### config.mk
export PLATFORM = sky130hd
export DESIGN_NAME = wt_dcache_rd_arb
export DESIGN_NICKNAME = d
export VERILOG_FILES = /design/src/rtl/wt_dcache_rd_arb.sv
export SDC_FILE = /design/constraint.sdc
export NUM_CORES = 1
export LEC_CHECK = 0
export BUFFER_PORTS_ARGS = -buffer_cell sky130_fd_sc_hd__buf_2
export CORE_UTILIZATION = 37
export DETAILED_ROUTE_END_ITERATION = 12
export GPL_ROUTABILITY_DRIVEN = 0
export PLACE_DENSITY = 0.74
export SLEW_MARGIN = 10
export SYNTH_ARGS = -nofsm -noshare
export SYNTH_HDL_FRONTEND = slang
export SYNTH_SLANG_ARGS = --single-unit
### constraint.sdc
create_clock -name clk_i -period 8.15 [get_ports clk_i]
set_clock_uncertainty 0.15 [all_clocks]
set_input_delay 1.63 -clock clk_i [delete_from_list [all_inputs] [get_ports clk_i]]
set_output_delay 1.63 -clock clk_i [all_outputs]
set_load 0.02 [all_outputs]
### src/rtl/wt_dcache_rd_arb.sv
// ------------------------------------------------------------------------------------------------
// wt_dcache_rd_arb
//
// Read-port arbiter for the write-through L1 dcache tag/data SRAMs. One SRAM read port is shared
// by several requesters. High-priority requesters (load unit, PTW) are served round-robin ahead
// of the single-word write port, which in turn is ahead of low-priority requesters (write
// buffer), also served round-robin. A starvation counter forces a low-priority grant once it
// has waited StarveLimit cycles. A cacheline refill/invalidate owns the arrays outright and
// blocks every grant while active. Each read grant is tracked through a one-cycle response
// stage so the SRAM result is tagged with the requester that issued it.
//
// Ports
//   clk_i            clock
//   rst_ni           asynchronous reset, active low
//   clr_i            synchronous clear, active high
//   rd_req_i         read request per port, held until acknowledged
//   rd_prio_i        per-port static priority, 1 = high
//   rd_tag_only_i    per-port tag-array-only read flag
//   rd_tag_i         packed per-port tags
//   rd_idx_i         packed per-port cacheline indices
//   rd_off_i         packed per-port byte offsets
//   rd_ack_o         one-hot read grant, combinational in the request cycle
//   rsp_vld_o        one-hot, SRAM result valid for that port (grant + 1 cycle)
//   rsp_tag_only_o   tag-only flag of the request now in the response stage
//   wr_cl_vld_i      cacheline refill/invalidate owns the arrays this cycle
//   wr_req_i         single-word write request
//   wr_ack_o         single-word write granted
//   sram_req_o       SRAM read enable
//   sram_tag_o       tag of the granted port
//   sram_idx_o       index of the granted port
//   sram_off_o       offset of the granted port
//   sram_tag_only_o  tag-only flag of the granted port
// ------------------------------------------------------------------------------------------------
module wt_dcache_rd_arb #(
    parameter int unsigned NumPorts    = 3,
    parameter int unsigned TagWidth    = 28,
    parameter int unsigned IdxWidth    = 8,
    parameter int unsigned OffWidth    = 4,
    parameter int unsigned StarveLimit = 16
) (
    input  logic                         clk_i,
    input  logic                         rst_ni,
    input  logic                         clr_i,
    input  logic [NumPorts-1:0]          rd_req_i,
    input  logic [NumPorts-1:0]          rd_prio_i,
    input  logic [NumPorts-1:0]          rd_tag_only_i,
    input  logic [NumPorts*TagWidth-1:0] rd_tag_i,
    input  logic [NumPorts*IdxWidth-1:0] rd_idx_i,
    input  logic [NumPorts*OffWidth-1:0] rd_off_i,
    output logic [NumPorts-1:0]          rd_ack_o,
    output logic [NumPorts-1:0]          rsp_vld_o,
    output logic                         rsp_tag_only_o,
    input  logic                         wr_cl_vld_i,
    input  logic                         wr_req_i,
    output logic                         wr_ack_o,
    output logic                         sram_req_o,
    output logic [TagWidth-1:0]          sram_tag_o,
    output logic [IdxWidth-1:0]          sram_idx_o,
    output logic [OffWidth-1:0]          sram_off_o,
    output logic                         sram_tag_only_o
);

    localparam int unsigned PtrW = (NumPorts > 1) ? $clog2(NumPorts) : 1;
    localparam int unsigned StW  = $clog2(StarveLimit + 1);

    localparam logic [StW-1:0]  StarveMax = StW'(StarveLimit);
    localparam logic [PtrW-1:0] LastPort  = PtrW'(NumPorts - 1);

    // Round-robin pick: first requesting port at or after ptr, wrapping. Returns one-hot.
    function automatic logic [NumPorts-1:0] rr_pick(input logic [NumPorts-1:0] req,
                                                    input logic [PtrW-1:0]     ptr);
        logic [NumPorts-1:0] gnt;
        logic                found;
        logic [PtrW-1:0]     idx;
        gnt   = '0;
        found = 1'b0;
        for (int unsigned i = 0; i < NumPorts; i++) begin
            idx = PtrW'((32'(ptr) + i) % NumPorts);
            if (!found && req[idx]) begin
                gnt[idx] = 1'b1;
                found    = 1'b1;
            end
        end
        return gnt;
    endfunction

    function automatic logic [PtrW-1:0] oh_to_idx(input logic [NumPorts-1:0] oh);
        logic [PtrW-1:0] idx;
        idx = '0;
        for (int unsigned k = 0; k < NumPorts; k++) begin
            if (oh[k]) idx = idx | PtrW'(k);
        end
        return idx;
    endfunction

    // Pointer moves to the port after the one just granted, wrapping to 0.
    function automatic logic [PtrW-1:0] next_ptr(input logic [NumPorts-1:0] oh);
        logic [PtrW-1:0] g;
        g = oh_to_idx(oh);
        return (g == LastPort) ? '0 : g + PtrW'(1);
    endfunction

    // --------------------------------------------------------------------------------------------
    // State
    // --------------------------------------------------------------------------------------------
    logic [PtrW-1:0]     r_rr_hi_q, r_rr_hi_d;
    logic [PtrW-1:0]     r_rr_lo_q, r_rr_lo_d;
    logic [StW-1:0]      r_starve_q, r_starve_d;
    logic [NumPorts-1:0] r_rsp_vld_q;
    logic                r_rsp_tag_only_q;

    // --------------------------------------------------------------------------------------------
    // Request classification and arbitration
    // --------------------------------------------------------------------------------------------
    logic [NumPorts-1:0] w_hi_req, w_lo_req;
    logic                w_hi_any, w_lo_any;
    logic                w_forced;
    logic [NumPorts-1:0] w_hi_pick, w_lo_pick;
    logic                w_hi_gnt, w_lo_gnt;
    logic                w_wr_gnt;
    logic [NumPorts-1:0] w_rd_ack;

    assign w_hi_req  = rd_req_i & rd_prio_i;
    assign w_lo_req  = rd_req_i & ~rd_prio_i;
    assign w_hi_any  = |w_hi_req;
    assign w_lo_any  = |w_lo_req;
    assign w_forced  = w_lo_any && (r_starve_q == StarveMax);
    assign w_hi_pick = rr_pick(w_hi_req, r_rr_hi_q);
    assign w_lo_pick = rr_pick(w_lo_req, r_rr_lo_q);

    always_comb begin
        w_hi_gnt = 1'b0;
        w_lo_gnt = 1'b0;
        w_wr_gnt = 1'b0;
        // Refill/invalidate owns the arrays: nothing else may touch them this cycle.
        if (!wr_cl_vld_i) begin
            if (w_forced) begin
                w_lo_gnt = 1'b1;
            end else if (w_hi_any) begin
                w_hi_gnt = 1'b1;
            end else if (wr_req_i) begin
                w_wr_gnt = 1'b1;
            end else if (w_lo_any) begin
                w_lo_gnt = 1'b1;
            end
        end
    end

    always_comb begin
        w_rd_ack = '0;
        if (w_hi_gnt) begin
            w_rd_ack = w_hi_pick;
        end else if (w_lo_gnt) begin
            w_rd_ack = w_lo_pick;
        end
    end

    assign rd_ack_o   = w_rd_ack;
    assign wr_ack_o   = w_wr_gnt;
    assign sram_req_o = |w_rd_ack;

    // --------------------------------------------------------------------------------------------
    // SRAM address mux (AND-OR over the one-hot grant; zero when nothing granted)
    // --------------------------------------------------------------------------------------------
    always_comb begin
        sram_tag_o      = '0;
        sram_idx_o      = '0;
        sram_off_o      = '0;
        sram_tag_only_o = 1'b0;
        for (int unsigned k = 0; k < NumPorts; k++) begin
            if (w_rd_ack[k]) begin
                sram_tag_o      = sram_tag_o | rd_tag_i[k*TagWidth +: TagWidth];
                sram_idx_o      = sram_idx_o | rd_idx_i[k*IdxWidth +: IdxWidth];
                sram_off_o      = sram_off_o | rd_off_i[k*OffWidth +: OffWidth];
                sram_tag_only_o = sram_tag_only_o | rd_tag_only_i[k];
            end
        end
    end

    // --------------------------------------------------------------------------------------------
    // Next-state: round-robin pointers and starvation counter
    // --------------------------------------------------------------------------------------------
    always_comb begin
        r_rr_hi_d = r_rr_hi_q;
        r_rr_lo_d = r_rr_lo_q;
        if (w_hi_gnt) r_rr_hi_d = next_ptr(w_hi_pick);
        if (w_lo_gnt) r_rr_lo_d = next_ptr(w_lo_pick);
    end

    always_comb begin
        r_starve_d = r_starve_q;
        if (!w_lo_any || w_lo_gnt) begin
            r_starve_d = '0;
        end else if (!wr_cl_vld_i && (r_starve_q != StarveMax)) begin
            // Refill cycles are not counted: nobody could have been served then.
            r_starve_d = r_starve_q + StW'(1);
        end
    end

    always_ff @(posedge clk_i or negedge rst_ni) begin
        if (!rst_ni) begin
            r_rr_hi_q        <= '0;
            r_rr_lo_q        <= '0;
            r_starve_q       <= '0;
            r_rsp_vld_q      <= '0;
            r_rsp_tag_only_q <= 1'b0;
        end else if (clr_i) begin
            r_rr_hi_q        <= '0;
            r_rr_lo_q        <= '0;
            r_starve_q       <= '0;
            r_rsp_vld_q      <= '0;
            r_rsp_tag_only_q <= 1'b0;
        end else begin
            r_rr_hi_q        <= r_rr_hi_d;
            r_rr_lo_q        <= r_rr_lo_d;
            r_starve_q       <= r_starve_d;
            r_rsp_vld_q      <= w_rd_ack;
            r_rsp_tag_only_q <= sram_tag_only_o;
        end
    end

    assign rsp_vld_o      = r_rsp_vld_q;
    assign rsp_tag_only_o = r_rsp_tag_only_q;

    // --------------------------------------------------------------------------------------------
    // Invariants
    // --------------------------------------------------------------------------------------------
    always_comb begin
        if (rst_ni) begin
            assert ($countones(w_rd_ack) <= 1)
                else $error("rd_ack_o not one-hot: %b", w_rd_ack);
            assert (!(sram_req_o && wr_ack_o))
                else $error("read and word write granted together");
            assert (!(wr_cl_vld_i && (sram_req_o || wr_ack_o)))
                else $error("grant issued during cacheline refill");
        end
    end

endmodule
======== Yosys cells after proc, flatten, opt, wreduce, memory -nomap -nowiden ========
Index checks and enable logic that the tools add are counted.
word-level totals
  register bits ........................... 13
  input port bits ......................... 134
  output and inout bits ................... 50
  logic and storage cells ................. 151
operators by class
  $add $sub $neg .......................... 7
  div/mod/pow operators ................... 6
  order comparisons ....................... 12
  equality and inequality tests ........... 4
  muxes and demuxes ....................... 77
  bitwise operators ....................... 15
  reduce and logical (&&, ||, !) cells .... 25
operator list
  cell                     number
  $mod A32 B2 Y32 const B  4
  $mux W28                 3
  $mod A2 B2 Y32 const B   2
  $or A28 B28 Y28          2
  $mux W1                  34
  $mux W3                  9
  $mux W8                  3
  $mux W2                  10
  $lt A2 B3 Y1 const B     6
  $or A8 B8 Y8             2
  $mux W5                  3
  $bmux W1 S2              6
  $demux W1 S2             6
  $ge A2 B1 Y1 const B     6
  $logic_and A1 B1 Y1      12
  $mux W4                  3
  $or A3 B3 Y3             4
  $reduce_or A3 Y1         3
  $or A4 B4 Y4             2
  $add A2 B1 Y3 const B    2
  $add A2 B2 Y3 const B    2
  $and A3 B3 Y3            2
  $logic_not A1 Y1         6
  $add A5 B1 Y5 const B    1
  9 further kinds          13

======== Depth between registers and ports, before layout ========
  word-level depth ........................ 19
  mapped depth ............................ 11
  mapped depth without buffers ............ 8

======== Worst setup path before layout ========
OpenSTA, ideal clock, no wires.
  path type ............................... input-to-output
  from .................................... in rd_prio_i[1]
  to ...................................... out sram_tag_only_o
  data arrival time ....................... 3.318 ns
  required time ........................... 6.370 ns
  slack ................................... 3.052 ns
  stages on the path ...................... 7
  buffers on the path ..................... 2
  cells stage by stage .................... buf_2 a222oi_1 a21oi_1 or3_1 o22a_1 buf_6 o221ai_1
on the way
  longest elaborated chain between the ends .. 18
  elaborated cells between the ends (all ways) .. 55
  those cells by class .................... 35 x mux; 9 x bitwise; 11 x reduce/logical
RTL lines
  what                           line  text
  from (decl)                    45    input logic [NumPorts-1:0] rd_prio_i,
  $not A3 Y3                     124   assign w_lo_req = rd_req_i & ~rd_prio_i;
  $and A3 B3 Y3                  124
  $bmux W1 S2                    79    if (!found && req[idx]) begin
  $mux W1 (not written as such)  79
  $mux W1                        79
  $logic_not A1 Y1               79
  $logic_and A1 B1 Y1            79
  $mux W1                        79
  [... 2 more ...]               n/a
  $mux W3                        79
  $mux W3                        153   end else if (w_lo_gnt) begin
  $mux W3 *                      151   if (w_hi_gnt) begin
  $mux W1                        171   if (w_rd_ack[k]) begin
  $or A1 B1 Y1                   175   sram_tag_only_o = sram_tag_only_o | rd_tag_only_i[k];
  $mux W1                        171
  $or A1 B1 Y1                   175
  $mux W1 *                      171
  to (decl)                      60    output logic sram_tag_only_o
Mark *: on every way between the ends. The rest lies on a longest branch, timed or not. The select of a mux whose other input is x is not followed.

======== Worst setup path in the final report ========
  from .................................... in rd_req_i[0]
  to ...................................... out sram_tag_o[27]
on the way
  longest elaborated chain between the ends .. 17
  elaborated cells between the ends (all ways) .. 54
  those cells by class .................... 35 x mux; 8 x bitwise; 11 x reduce/logical
RTL lines
  what                           line  text
  from (decl)                    44    input logic [NumPorts-1:0] rd_req_i,
  $and A3 B3 Y3                  124
  $bmux W1 S2                    79
  $mux W1 (not written as such)  79
  $mux W1                        79
  $logic_not A1 Y1               79
  $logic_and A1 B1 Y1            79
  $mux W1                        79
  $logic_not A1 Y1               79
  $logic_and A1 B1 Y1            79
  $mux W3                        79
  $mux W3                        153
  $mux W3 *                      151
  $mux W28                       171
  $or A28 B28 Y28                172   sram_tag_o = sram_tag_o | rd_tag_i[k*TagWidth +: TagWidth];
  $mux W28                       171
  $or A28 B28 Y28                172
  $mux W28 *                     171
  to (decl)                      57    output logic [TagWidth-1:0] sram_tag_o,
Marks and branches as above.

==> implementation parameters <==
Parameter                              Value

Clocking
  Hold_buf cts    0
  Number of clock sinks seen by CTS    13
  Clock tree buffer depth    2
  Resized cells post-CTS    0
  CTS root buffer    sky130_fd_sc_hd__clkbuf_8
  Clock latency of the later-clocked register in the worst-skew pair    between 200 and 300 ps
  CTS H-Tree Depth    1
  Number of CTS-inserted buffers    3
  Post CTS Setup Buffer Count    0
  Clock transition at the registers of the reported paths    50 ps
  TritonCTS clock tree    built

STA
  Period utilisation layout    73.5%
  Hold_ws    404 ps
  Final setup violating endpoints    0
  Fin Setup TNS    0 ps
  Max-slew violations    0
  Setup repair after global routing missed its margin    false
  Worst Max-Slew Pin Slew    625 ps
  Final hold vios    0
  Tightest slew margin relative to the limit    58.3%
  Min Tclk post-route    5990 ps
  Maximum achievable frequency    0.167 GHz

Logic synthesis
  Number of instances in the synthesized netlist    362
  Share of synthesized area spent on multiplexers    0%
  Avg Cell Area, Syn    around 7 µm²
  Xor/xnor cell area share of the yosys netlist    under 10%
  Fraction of the mapped netlist area in compound gates    a little under half
  Yosys cell types    53
  Net count after synthesis    just over 500
  Number of enable flip-flop cells after synthesis    0
  Syn. warnings    0
  Most used flip-flop cell after synthesis    sky130_fd_sc_hd__dfrtp_1
  Share of synthesized registers carrying an async set or reset    100%
  Fraction of synthesized cell area taken by the top area cell type    17.8%
  Adder-cell area share of the yosys netlist    4.81%
  Summed instance area of the synthesized netlist    between 2000 and 3000 µm²
  Simple-gate area share of the yosys netlist    roughly a fifth
  FF+latch count, synth    13
  Portion of the post-synthesis area used by sequential elements    12.5%
  Largest area contributor in the synthesized netlist    sky130_fd_sc_hd__o211ai_2
  Dominant combinational cell family by area after synthesis    compound AO/OA/AOI/OAI gates
  Leading cell types by total area after synthesis    sky130_fd_sc_hd__o211ai_2 18%, sky130_fd_sc_hd__dfrtp_1 13%, sky130_fd_sc_hd__o21ai_1 8.5%, sky130_fd_sc_hd__o21ai_0 8.3%, sky130_fd_sc_hd__inv_1 7.7%

Placed design
  Post-detailed-placement cell area    roughly 3500 µm²
  Placed Cells incl. Taps    615
  HPWL Detailed    6820 µm
  Total of buffers placed on input and output ports    183

Setup path
  Cell-by-cell trace of the critical path    buf_2, nand2_1, o31ai_1, nor4_1, nor4b_1, o22a_2, buf_4, o211ai_1, buf_2
  Class of the most critical setup path    input pin to output port
  Critical path data arrival time    4210 ps
  CP max FO    23
  Launch point of the worst path    rd_req_i[0]
  Number of cell instances on the worst register-to-register path    8
  Library cell contributing the largest single delay on the critical path    sky130_fd_sc_hd__o22a_2
  Startpoint of the worst register-to-register path    r_rr_hi_q[0]$_DFFE_PN0P_
  Worst R2R Setup Slack    5080 ps
  Largest incremental delay on the critical path    620 ps
  Required time worst endpoint    about 6400 ps
  Crit path capture type    output port
  Category of the worst setup path launch point    input pin
  Worst r2r dst    rsp_tag_only_o$_DFF_PN0_
  Critical Path Most Common Cell    sky130_fd_sc_hd__buf_2

Global route
  Number of global-route vias before repair    2888
  Total routing resource utilization after global routing    between 20% and 30%
  Initial antenna violation count    0
  Global-route wire length before repair    13700 µm
  Total gr overflow    0
  Maximum number of pins on one net before global-route repair    44

Hold path
  Worst hold stages    2
  Startpoint of the tightest hold check path    r_starve_q[4]$_DFFE_PN0P_
  Sink of the worst hold path    r_starve_q[4]$_DFFE_PN0P_
  Hold WC Path Type    flop to flop

Finish
  Share of final-layout standard cells stronger than drive strength 1    45.3%
  Area growth, synth to finish    36.1%
  Share of the core filled with cells    52.1%
  Fin area    3540 µm²
  Antenna diode instance count    0
  Number of standard cells in the layout, taps in and fillers out    619
  Number of nets in the finished design    668

Drt
  Final ANT Viol Nets    0
  WL final    slightly below 9000 µm
  DR vias    3366
  Remaining DRCs    0
  Iteration-0 DRC count of the detailed router    142
  WL/cell    ~14 µm
  DRT Pass-1 Iters    5
  Mean number of vias per cell    5.44

Floorplanning
  I/O pin cnt    184
  Floorplan core area    6790 µm²
  Die height    85.8 µm
  Overall die area    7370 µm²
  Number of rows created at floorplan    30
  Horiz. Die Dim    85.8 µm
  Initial core utilization    38.3%

Power
  Leakage power summed over all cells    between 1.5 and 2 nW
  Power per cell area    93.6 nW/µm²
  VDD IR max    about 0.00008 V

Run
  Number of max-capacitance violations reported    0

Outcome
  Status    finished clean
==> how the worst max path moves through the flow <==
stage | end | cells after the start
floorplan | sram_tag_only_o | 7
global placement | sram_tag_o[27] | 8
detailed placement | sram_tag_o[27] | 9
CTS | sram_tag_o[27] | 9
global route | sram_tag_o[27] | 8
finish | sram_tag_o[27] | 9
==> cell families after synthesis <==
| group | count (synthesis) |
|---|---|
| compound gates | 169 |
| buf+inv | 86 |
| fa+ha+maj | 10 |
| flops | 13 |
| xor+xnor | 4 |
| simple gates | 80 |
==> placed cells by master (no fill, tap or decap), drive strengths merged, types with 4 or more instances in the layout <==
master and instances:
clkbuf 4, buf 188, nand3b 5, nor3 5, ha 10, nand2 9, o21ai 87, nand3 11
a21oi 14, o211ai 42, dfrtp 13, nand2b 6, nor2b 5, inv 55, nor2 14
==> flip-flops by register name, indices dropped and copies added, names as in the netlist <==
name / cells
rsp_vld_o: 3
rsp_tag_only_o: 1
r_starve_q: 5
r_rr_lo_q: 2
r_rr_hi_q: 2
==> through the flow <==
stage                     worst slack [ps]  total power [mW]
after global routing                  1960             0.353
after floorplan                       3050             0.203
final                                 2160             0.331
after global placement                2250             0.270
after CTS                             2190             0.333
after detailed placement              2190             0.273
==> critical path, delay by kind of cell <==
| family | cells | cell delay [ps] |
|---|---|---|
| AOI/OAI and AO/OA | 3 | 1130 |
| buffers and inverters | 3 | 770 |
| and+or+nand+nor | 3 | 650 |
==> layer usage <==
layer	GRT usage, %	share of wire [%]	wire length (µm)
met1	30.1	42	3720
met2	37.2	48	4200
met3	4.52	8.7	761
met4	4.39	1.2	108
met5	0	0	0
==> Yosys cell counts, drive strengths merged (5+ instances only) <==
master and count:
a21oi 14, nand2 9, nand2b 6, nand3b 5
dfrtp 13, nor2 14, inv 55, ha 10
buf 19, nand3 11, o211ai 42, nor2b 5
nor3 5, o21ai 87, clkbuf 12
==> report_power, final <==
| group | internal, mW | switching (mW) | leakage, nW |
|---|---|---|---|
| Clock | 0.0346 | 0.0240 | 0.0228 |
| Combinational | 0.0820 | 0.122 | 1.76 |
| Sequential | 0.0671 | 0.00216 | 0.179 |
| Total | 0.184 | 0.148 | 1.96 |
==> layout make-up <==
type                       count  area [µm²]
sequential                    13         325
tap                           96         120
multi-input combinational    263        1890
inverter                      55         206
fill                         668        3250
timing repair buffer         188         953
clock buffer                   4        45.0
Note: power is estimated with default switching activity, not from simulation.
